### src/rtl/swap_pipe_pkg.sv
// Shared opcodes and the saturating negate used by the operand-exchange pipeline.
package swap_pipe_pkg;

   typedef enum logic [1:0] {
      OP_PASS = 2'b00,
      OP_SWAP = 2'b01,
      OP_ROTP = 2'b10,
      OP_ROTN = 2'b11
   } op_e;

   localparam int SN_MAX = 64;

   // Operand arrives sign-extended to SN_MAX bits; result packs the w-bit value
   // in [w-1:0] and the saturation flag at bit w, so callers cast to w+1 bits.
   function automatic logic [SN_MAX:0] sat_neg(input logic [SN_MAX-1:0] v,
                                               input int unsigned w);
      logic [SN_MAX-1:0] mask;
      logic [SN_MAX-1:0] mn;
      logic [SN_MAX-1:0] neg;
      logic [SN_MAX:0]   r;
      mask = (SN_MAX'(1) << w) - SN_MAX'(1);
      mn   = {SN_MAX{1'b1}} << (w - 1);
      neg  = -v;
      if (v == mn)
         r = {1'b0, mask >> 1} | ((SN_MAX + 1)'(1) << w);
      else
         r = {1'b0, neg & mask};
      return r;
   endfunction

endpackage

### src/rtl/swap_pipe_stage.sv
// One valid-tagged pipeline register; flush drops valid but leaves data in place.
module swap_pipe_stage
  #(parameter int W = 16)
   (
   input  logic         clk,
   input  logic         clr_n,
   input  logic         flush,
   input  logic         load,
   input  logic         nxt_valid,
   input  logic [W-1:0] nxt_a,
   input  logic [W-1:0] nxt_b,
   input  logic         nxt_sat,
   output logic         valid,
   output logic [W-1:0] a,
   output logic [W-1:0] b,
   output logic         sat
   );

   always_ff @(posedge clk or negedge clr_n) begin
      if (!clr_n) begin
         valid <= 1'b0;
         a     <= '0;
         b     <= '0;
         sat   <= 1'b0;
      end else if (flush) begin
         valid <= 1'b0;
      end else if (load) begin
         valid <= nxt_valid;
         a     <= nxt_a;
         b     <= nxt_b;
         sat   <= nxt_sat;
      end
   end

endmodule

### src/rtl/swap_pipe.sv
// Operand exchange (pass/swap/+-90 rotate with saturating negate) followed by
// a DEPTH-stage valid/ready pipeline whose empty stages always accept.
module swap_pipe
   import swap_pipe_pkg::*;
  #(parameter int W     = 16,
    parameter int DEPTH = 2)
   (
   input  logic         clk,
   input  logic         clr_n,
   input  logic         flush,
   input  logic         in_valid,
   output logic         in_ready,
   input  logic [W-1:0] in_a,
   input  logic [W-1:0] in_b,
   input  logic [1:0]   in_op,
   output logic         out_valid,
   input  logic         out_ready,
   output logic [W-1:0] out_a,
   output logic [W-1:0] out_b,
   output logic         out_sat
   );

   logic [DEPTH:0]          vld;
   logic [DEPTH:0][W-1:0]   a_s;
   logic [DEPTH:0][W-1:0]   b_s;
   logic [DEPTH:0]          sat_s;
   logic [DEPTH+1:1]        adv;

   logic [W:0]   neg_a;
   logic [W:0]   neg_b;
   logic [W-1:0] op_a;
   logic [W-1:0] op_b;
   logic         op_sat;

   assign neg_a = (W + 1)'(sat_neg(SN_MAX'(signed'(in_a)), W));
   assign neg_b = (W + 1)'(sat_neg(SN_MAX'(signed'(in_b)), W));

   always_comb begin
      op_a   = in_a;
      op_b   = in_b;
      op_sat = 1'b0;
      case (op_e'(in_op))
         OP_SWAP: begin
            op_a = in_b;
            op_b = in_a;
         end
         OP_ROTP: begin
            op_a   = neg_b[W-1:0];
            op_b   = in_a;
            op_sat = neg_b[W];
         end
         OP_ROTN: begin
            op_a   = in_b;
            op_b   = neg_a[W-1:0];
            op_sat = neg_a[W];
         end
         default: ;
      endcase
   end

   assign vld[0]   = in_valid;
   assign a_s[0]   = op_a;
   assign b_s[0]   = op_b;
   assign sat_s[0] = op_sat;

   // Ready ripples back from the consumer; any bubble breaks the chain.
   assign adv[DEPTH+1] = out_ready;

   for (genvar k = 1; k <= DEPTH; k++) begin : g_stage
      assign adv[k] = ~vld[k] | adv[k+1];

      swap_pipe_stage #(.W(W)) u_stage (
         .clk       (clk),
         .clr_n     (clr_n),
         .flush     (flush),
         .load      (adv[k]),
         .nxt_valid (vld[k-1]),
         .nxt_a     (a_s[k-1]),
         .nxt_b     (b_s[k-1]),
         .nxt_sat   (sat_s[k-1]),
         .valid     (vld[k]),
         .a         (a_s[k]),
         .b         (b_s[k]),
         .sat       (sat_s[k])
      );
   end

   assign in_ready  = adv[1];
   assign out_valid = vld[DEPTH];
   assign out_a     = a_s[DEPTH];
   assign out_b     = b_s[DEPTH];
   assign out_sat   = sat_s[DEPTH];

endmodule

### config.mk
export PLATFORM = sky130hd
export DESIGN_NAME = swap_pipe
export DESIGN_NICKNAME = d
export VERILOG_FILES = /design/src/rtl/swap_pipe_pkg.sv /design/src/rtl/swap_pipe_stage.sv /design/src/rtl/swap_pipe.sv
export SDC_FILE = /design/constraint.sdc
export NUM_CORES = 1
export LEC_CHECK = 0
export CAP_MARGIN = 0
export CORE_MARGIN = 2
export CORE_UTILIZATION = 57
export CTS_CLUSTER_SIZE = 24
export DETAILED_ROUTE_END_ITERATION = 7
export MAX_ROUTING_LAYER = met4
export PLACE_DENSITY = 0.86
export SYNTH_ARGS = -nofsm -noshare
export SYNTH_HDL_FRONTEND = slang
export SYNTH_SLANG_ARGS = --single-unit
### constraint.sdc
create_clock -name clk -period 2.8 [get_ports clk]
set_input_delay 0.42 -clock clk [delete_from_list [all_inputs] [get_ports clk]]
set_output_delay 0.42 -clock clk [all_outputs]
set_load 0.02 [all_outputs]
Yosys cells after proc, flatten, opt, wreduce, memory -nomap -nowiden
Index checks and enable logic that the tools add are counted.
{"block": "op_classes", "n_addsub": 2, "eq_ne": 5, "n_mux": 9, "bitwise": 5, "reduce_logical": 6}
{"operator": "$eq 64x64->1 const B", "count": 2}
{"operator": "$pmux 16 s2", "count": 2}
{"operator": "$mux 17", "count": 2}
{"operator": "$neg 16->16", "count": 2}
{"operator": "$eq 2x2->1 const B", "count": 2}
{"operator": "$mux 1", "count": 4}
{"operator": "$reduce_and 2->1", "count": 2}
{"operator": "$reduce_bool 2->1", "count": 2}
{"operator": "$reduce_or 2->1", "count": 2}
{"operator": "$not 1->1", "count": 3}
{"operator": "$eq 2x1->1 const B", "count": 1}
{"operator": "$or 1x1->1", "count": 2}
{"operator": "$pmux 1 s2", "count": 1}
{"block": "word_totals", "regBits": 68, "inputBits": 39, "output_inout_bits": 35}

Longest topological paths before layout
Gate-level depths: netlist of the first run.
{"block": "depth", "ltp_word": 5, "ltp_mapped": 8, "ltp_nobuf": 7}

Modules after synthesis
A second synthesis of the first run with hierarchy kept.
{"block": "hier_totals", "cells_unflattened": 373, "hier_area_um2": 4334.2}
{"mod": "swap_pipe_stage", "n_inst": 2, "cells_per_inst": 74, "area_each_um2": 1433.9, "seq_area_each_um2": 850.8}
{"mod": "swap_pipe", "n_inst": 1, "cells_per_inst": 225, "area_each_um2": 1466.4, "seq_area_each_um2": 0.0}

Least setup slack after synthesis of the first run
OpenSTA, ideal clock, no wires.
{"block": "synth_path", "path_kind": "input -> register", "start": "input in_a[4]", "end": "register g_stage[1].u_stage.b[15]", "setup_time_ps": 110, "arrival_time_ps": 2161, "required_ps": 2690, "setup_slack_ps": 528, "stages": 6, "cell_sequence": "buf_2 nor4_2 nand3_1 or3_1 xnor2_1 o41ai_1"}
{"block": "synth_via", "elab_chain_cells": 3, "word_cells_on_any_way": 4, "classes_between": "add/sub: 1; eq/ne: 1; mux: 2"}
{"element": "start: declaration", "line_no": "swap_pipe.sv:13", "source": "input logic [W-1:0] in_a,"}
{"element": "$neg 16->16 / $eq 64x64->1 (equally long branches)", "line_no": "swap_pipe_pkg.sv:23, swap_pipe_pkg.sv:24"}
{"element": "$mux 17 (*)", "line_no": "swap_pipe_pkg.sv:24", "source": "if (v == mn)"}
{"element": "$pmux 16 s2 (*)", "line_no": "swap_pipe.sv:42", "source": "case (op_e'(in_op))"}
{"element": "end signal: assignment", "line_no": "swap_pipe_stage.sv:30", "source": "b <= nxt_b;"}
{"element": "end: declaration", "line_no": "swap_pipe_stage.sv:15", "source": "output logic [W-1:0] b,"}
Mark *: on every way between the ends. The rest lies on a longest branch, timed or not.
A chain may end at the register's enable or synchronous reset.

Final worst setup path of the first run
{"block": "layout_path", "start": "input in_b[10]", "end": "register g_stage[1].u_stage.a[8]"}
{"block": "layout_via", "elab_chain_cells": 3}
{"element": "start: declaration", "line_no": "swap_pipe.sv:14", "source": "input logic [W-1:0] in_b,"}
{"element": "$eq 64x64->1", "line_no": "swap_pipe_pkg.sv:24"}
{"element": "$mux 17", "line_no": "swap_pipe_pkg.sv:24"}
{"element": "$pmux 16 s2", "line_no": "swap_pipe.sv:42"}
{"element": "end signal: assignment", "line_no": "swap_pipe_stage.sv:29", "source": "a <= nxt_a;"}
{"element": "end: declaration", "line_no": "swap_pipe_stage.sv:14", "source": "output logic [W-1:0] a,"}
No other way between the ends.

==> results of run 1 <==
[cell families after synthesis]
kind of cell             Yosys count
adder cells (fa/ha/maj)            6
buffers and inverters             68
flip-flops                        68
multiplexers                      37
AO/OA/AOI/OAI                    118
XOR/XNOR                           3
AND/OR/NAND/NOR                  136
[where the power goes]
part           switching, W  internal (W)  total (W)
Combinational      0.000413      0.000392   0.000805
Sequential        0.0000837       0.00114    0.00122
Clock              0.000391      0.000462   0.000853
[metal layers]
| metal | GRT usage [%] | vias up | routed length [µm] | share of wire (%) |
|---|---|---|---|---|
| met2 | 47.8 | 233 | 5240 | 46 |
| met1 | 41.9 | 1768 | 4780 | 42 |
| met5 | - | - | 0 | 0 |
| met3 | 4.76 | 39 | 804 | 7.1 |
| met4 | 14.9 | 0 | 452 | 4.0 |
| li1 | - | 1683 | - | - |
[how the worst min path moves through the flow]
stage	end	slack (ns)	depth (start not counted)
2_1_floorplan	g_stage[1].u_stage.a[0]$_DFFE_PN0P_	0.12	0
5_1_grt	g_stage[2].u_stage.b[6]$_DFFE_PN0P_	0.15	1
3_5_place_dp	g_stage[1].u_stage.b[1]$_DFFE_PN0P_	0.47	2
3_3_place_gp	g_stage[1].u_stage.b[1]$_DFFE_PN0P_	0.46	2
6_report	g_stage[2].u_stage.b[6]$_DFFE_PN0P_	0.11	1
4_1_cts	g_stage[2].u_stage.b[6]$_DFFE_PN0P_	0.12	1
[state kept, by name, indices dropped and copies added (netlist names)]
signal and count:
g_stage.u_stage.sat 2, g_stage.u_stage.b 32, g_stage.u_stage.a 32, g_stage.u_stage.valid 2
[worst register-to-register path, cell delays in order (launching register included)]
cell     delay [ns]
dfrtp_1        0.39
and3b_1        0.22
or2_2          0.49
nor3_2         0.57
a31oi_1        0.15
[placed cells by master, fill, tap and decap left out, types with 2 or more instances in the layout]
cell type	count
clkdlybuf4s50_1	72
dfrtp_1	68
o21ai_0	51
mux2_2	36
buf_4	31
a21oi_1	28
nand2_1	28
nor2_1	24
or3_1	22
nor3_1	16
inv_1	11
clkbuf_8	11
nand3_1	9
nor4_1	7
a31oi_1	7
ha_1	6
nand2b_1	5
and3_1	4
o31ai_1	4
or4_1	3
xnor2_1	3
o211ai_1	3
o311ai_0	3
a211oi_1	2
nor4_2	2
or2_2	2
o31a_1	2
a32oi_1	2
nand4_1	2
a221oi_1	2
nor3_2	2
a2111oi_0	2
o311a_1	2
o221ai_1	2
nor2b_1	2
clkinvlp_4	2
[cell type report]
cell class	count	area, µm²
sequential	68	1700
fill	545	1800
timing repair buffer	105	978
inverter	12	45.0
tap	96	120
clock buffer	11	151
multi-input combinational	300	1980
clock inverter	5	58.8
[stage by stage]
step	utilization, %	setup WS, ns	power (W)	instances	instance area (µm²)
3_3_place_gp	70.6	0.163	0.00201	581	4830
5_1_grt	73.7	0.367	0.00301	597	5040
4_1_cts	73.7	0.461	0.00289	597	5040
6_report	73.7	0.432	0.00288	597	5040
2_1_floorplan	-	0.528	0.00176	436	4060
3_5_place_dp	70.6	0.101	0.00204	581	4830
==> flow_summary.ini, run 1 <==
[cts]
cts_tree = built
cts_hold_buf = 0
htreeDepth = 3
clk_latency_ns = 0.34
clk_pin_slew_ns = 0.08
cts_root_buf = clkbuf_8
numCtsBuffers = 9
cts_buffer_depth = 2
postCtsSetupRepairBufs = 0
cts-resized-gates = 0
clock-sinks = 68

[floorplanning]
start_util_pct = 59.4
rows = 30
dieHeight_um = 88.4
die_w_um = 88.4
io_pins = 74
die_area_um2 = 7810
core_area_um2 = 6830

[yosys]
synth_xor_area_share_pct = 0.648
yosys.area.top_type = dfrtp_1
yosys_most_used_dff = dfrtp_1
synth_top_family_by_area = simple AND/OR/NAND/NOR gates
async_flop_share_pct = 100
synthCells = 436
synth_top_area_share_pct = 41.9
seq_area_frac_synth_pct = 41.9
yosys.area_share.simple_pct = 18.4
ys_ff_latch = 68
synth_nets = 481
yosysUniqueCellTypes = 52
synth_fa_ha_area_share_pct = 1.85
synth.area.top_cells = dfrtp_1, mux2_2, o21ai_0, buf_4, a21oi_1
yosys-top-cells-count = dfrtp_1, o21ai_0, mux2_2
yosys_warnings = 0
synth.cell_area_um2 = 4060
syn_area_per_cell_um2 = 9.30
synthMuxAreaShare_pct = 10.2
synth_compound_area_share_pct = 17.6
yosysMostFrequentCell = dfrtp_1
synth_edf_count = 0

[routing]
num_vias = 3723
drtPass1Iterations = 6
first_iter_violations = 342
wl_um = 11300
ant_nets = 0
routedWlPerCell_um = 18.9
drc_errors = 0
viasPerCell = 6.24

[worst_setup_path]
slowest_stage = or4_4
crit_type = in -> reg
worstSetupStartpoint = in_b[10]
critical-path-top-delay-family = simple AND/OR/NAND/NOR gates
r2r-end = g_stage[1].u_stage.a[13]$_DFFE_PN0P_
rrSetupSlack_ns = 0.84
path_depth = 7
ff2ff_path_depth = 4
worstPathCellList = clkdlybuf4s50_1 > or4_4 > or3_4 > nor4_4 > buf_4 > a221oi_1 > o311ai_2
required_ns = 3.04
cpPeakStageDelay_ns = 0.58
r2r-start = g_stage[2].u_stage.valid$_DFFE_PN0P_
cp_data_arrival_time_ns = 2.61
path_max_fanout = 7
endpoint_kind = flip-flop
path_buf_inv = 2
crit_path_end = g_stage[1].u_stage.a[8]$_DFFE_PN0P_
cp-start-kind = input port

[placed_design]
dpl.hpwl_um = 7990
port_buffers = 73
gp_congestion = 0.982

[sta]
grt_setup_unrepaired = no
fin_setup_tns_ns = 0
finalCriticalPeriod_ns = 2.37
worst-slew-pin-transition_ns = 0.671
slew_headroom_pct = 55.2
finalCritPeriodShare_pct = 84.6
setup_viol = 0
finalHoldViolations = 0
whs_ns = 0.109
slew_violations = 0
fmax_ghz = 0.422
clock_skew_ns = 0.0109

[layout]
drive_above_1_share_pct = 19.6
syn_to_final_growth_pct = 24.2
diodes = 0
nets = 541

[run_status]
status = completed

[power]
power.leakage_nw = 1.99
ir_worst_vdd_mv = 0.376
pwr_density_cell_nw_per_um2 = 572

[global_route]
grt.total_usage_pct = 31.6
grt_pass1_wl_um = 18100
grt_max_degree = 42
grt_overflow = 0
antenna_found_initial = 0
grt_pass1_vias = 3551

[min_path]
min_path_type = in -> async

[job]
maxCapViolCount = 0
No activity file was read; power rests on OpenSTA's default activity.
==> run 2, diff against run 1 <==
Settings changed: CORE_UTILIZATION 57 to 53, PLACE_DENSITY 0.86 to 0.81.
Clock period 2.8 ns to 2.4 ns, I/O delays scaled along.
==> flow_summary.ini, run 2 (synthesis results as in run 1) <==
[run_status]
status = completed

[global_route]
grt_pass1_wl_um = 19400
antenna_found_initial = 0
grt_overflow = 0
grt.total_usage_pct = 30.4
grt_pass1_vias = 3818
grt_max_degree = 34

[cts]
postCtsSetupRepairBufs = 0
numCtsBuffers = 9
cts_hold_buf = 0
clk_latency_ns = 0.35
htreeDepth = 3
clock-sinks = 68
cts_tree = built
clk_pin_slew_ns = 0.08
cts_root_buf = clkbuf_8
cts-resized-gates = 0
cts_buffer_depth = 2

[sta]
finalHoldViolations = 0
finalCritPeriodShare_pct = 92.1
clock_skew_ns = 0.00917
grt_setup_unrepaired = no
finalCriticalPeriod_ns = 2.21
slew_violations = 0
setup_ws_ns = 0.188
fmax_ghz = 0.452
worst-slew-pin-transition_ns = 0.721
setup_viol = 0
slew_headroom_pct = 51.6

[floorplanning]
io_pins = 74
rows = 31
die_area_um2 = 8370
start_util_pct = 55.3
dieHeight_um = 91.5
core_area_um2 = 7330
die_w_um = 91.5

[worst_setup_path]
worstSetupStartpoint = in_b[8]
slowest_stage = or4_4
endpoint_kind = flip-flop
path_buf_inv = 2
critical-path-top-delay-family = simple AND/OR/NAND/NOR gates
cpPeakStageDelay_ns = 0.57
r2r-start = g_stage[2].u_stage.valid$_DFFE_PN0P_
required_ns = 2.67
cp-start-kind = input port
path_max_fanout = 9
cp_data_arrival_time_ns = 2.49
crit_type = in -> reg
worstPathCellList = clkdlybuf4s50_1 > or4_4 > or3_4 > nor4_4 > buf_4 > nor3_2 > a31oi_1

[layout]
syn_to_final_growth_pct = 33.7
final_common_cell = clkdlybuf4s50_1
drive_above_1_share_pct = 24.5
layout_common_cells = clkdlybuf4s50_1, dfrtp_1, buf_4
stdcell_area_um2 = 5420
final_cells = 633
diodes = 0
reg.largest.list = g_stage.u_stage.a x32, g_stage.u_stage.b x32
nets = 574

[routing]
first_iter_violations = 243
ant_nets = 0
routedWlPerCell_um = 18.6
viasPerCell = 5.98
drc_errors = 0
wl_um = 11800
num_vias = 3783
drtPass1Iterations = 5

[min_path]
min_path_type = in -> async

[placed_design]
gp_congestion = 0.886
dp_cells = 617
port_buffers = 73
dpl.hpwl_um = 8750
pre_cts_ws_ns = -0.155
dpl-instance-area_um2 = 5130

[power]
ir_worst_vdd_mv = 0.342
p_sw_share_pct = 27.6
p_sw_w = 0.00105
power_frac_comb_pct = 25.9
finalPower_w = 0.00381
power.leakage_nw = 2.21
pwr_density_cell_nw_per_um2 = 702
clock_power_share_pct = 36.6
p_int_w = 0.00276
seq_power_share_pct = 37.5

[job]
maxCapViolCount = 0
## run 2: per-stage QoR
| stage | utilization, % | setup TNS (ns) | hold slack (ns) |
|---|---|---|---|
| after detailed placement | 69.9 | -1.58 | 0.442 |
| final | 74.0 | 0 | 0.0512 |
| after global routing | 74.0 | 0 | 0.0871 |
| after CTS | 74.0 | 0 | 0.0678 |
| after floorplan | - | 0 | 0.0644 |
| after global placement | 69.9 | -0.889 | 0.423 |
## run 2: power groups by stage
stage	sequential, W	combinational, W	clock, W
2_1_floorplan	0.00142	0.000635	0
3_3_place_gp	0.00144	0.000964	0
3_5_place_dp	0.00145	0.000984	0
4_1_cts	0.00143	0.000988	0.00140
5_1_grt	0.00145	0.00106	0.00145
6_report	0.00143	0.000986	0.00139
## run 2: worst reg2reg max path: stages (launching register included)
cell and delay (ns):
dfrtp_1 0.39, and3b_1 0.20, or2_2 0.43, nor3_2 0.65, a21oi_1 0.17
## run 2: final timing paths
kind                                                         to  slack (ns)  cells past startpoint
min in group clk            g_stage[1].u_stage.b[1]$_DFFE_PN0P_        0.49                      2
max in group asynchronous   g_stage[1].u_stage.a[7]$_DFFE_PN0P_        1.78                      2
hold reg to reg             g_stage[1].u_stage.b[1]$_DFFE_PN0P_        0.49                      2
setup / recovery           g_stage[1].u_stage.a[14]$_DFFE_PN0P_        0.19                      7
hold / removal             g_stage[2].u_stage.valid$_DFFE_PN0P_        0.05                      1
setup reg to reg            g_stage[1].u_stage.a[7]$_DFFE_PN0P_        0.42                      4
## run 2: per-layer routing
metal,routed length [µm],vias to the layer above,track usage [%],share of wire [%]
li1,-,1762,-,-
met1,5120,1823,38.4,43
met2,5710,165,48.8,48
met3,616,33,4.98,5.2
met4,361,0,12.2,3.1
met5,0,-,-,0
## run 2: final cells by class
| class | count | area [µm²] |
|---|---|---|
| Tap cell | 99 | 124 |
| Clock inverter | 6 | 159 |
| Fill cell | 527 | 1910 |
| Inverter | 12 | 45.0 |
| Sequential cell | 68 | 1700 |
| Multi-Input combinational cell | 300 | 1980 |
| Clock buffer | 10 | 138 |
| Timing Repair Buffer | 138 | 1280 |
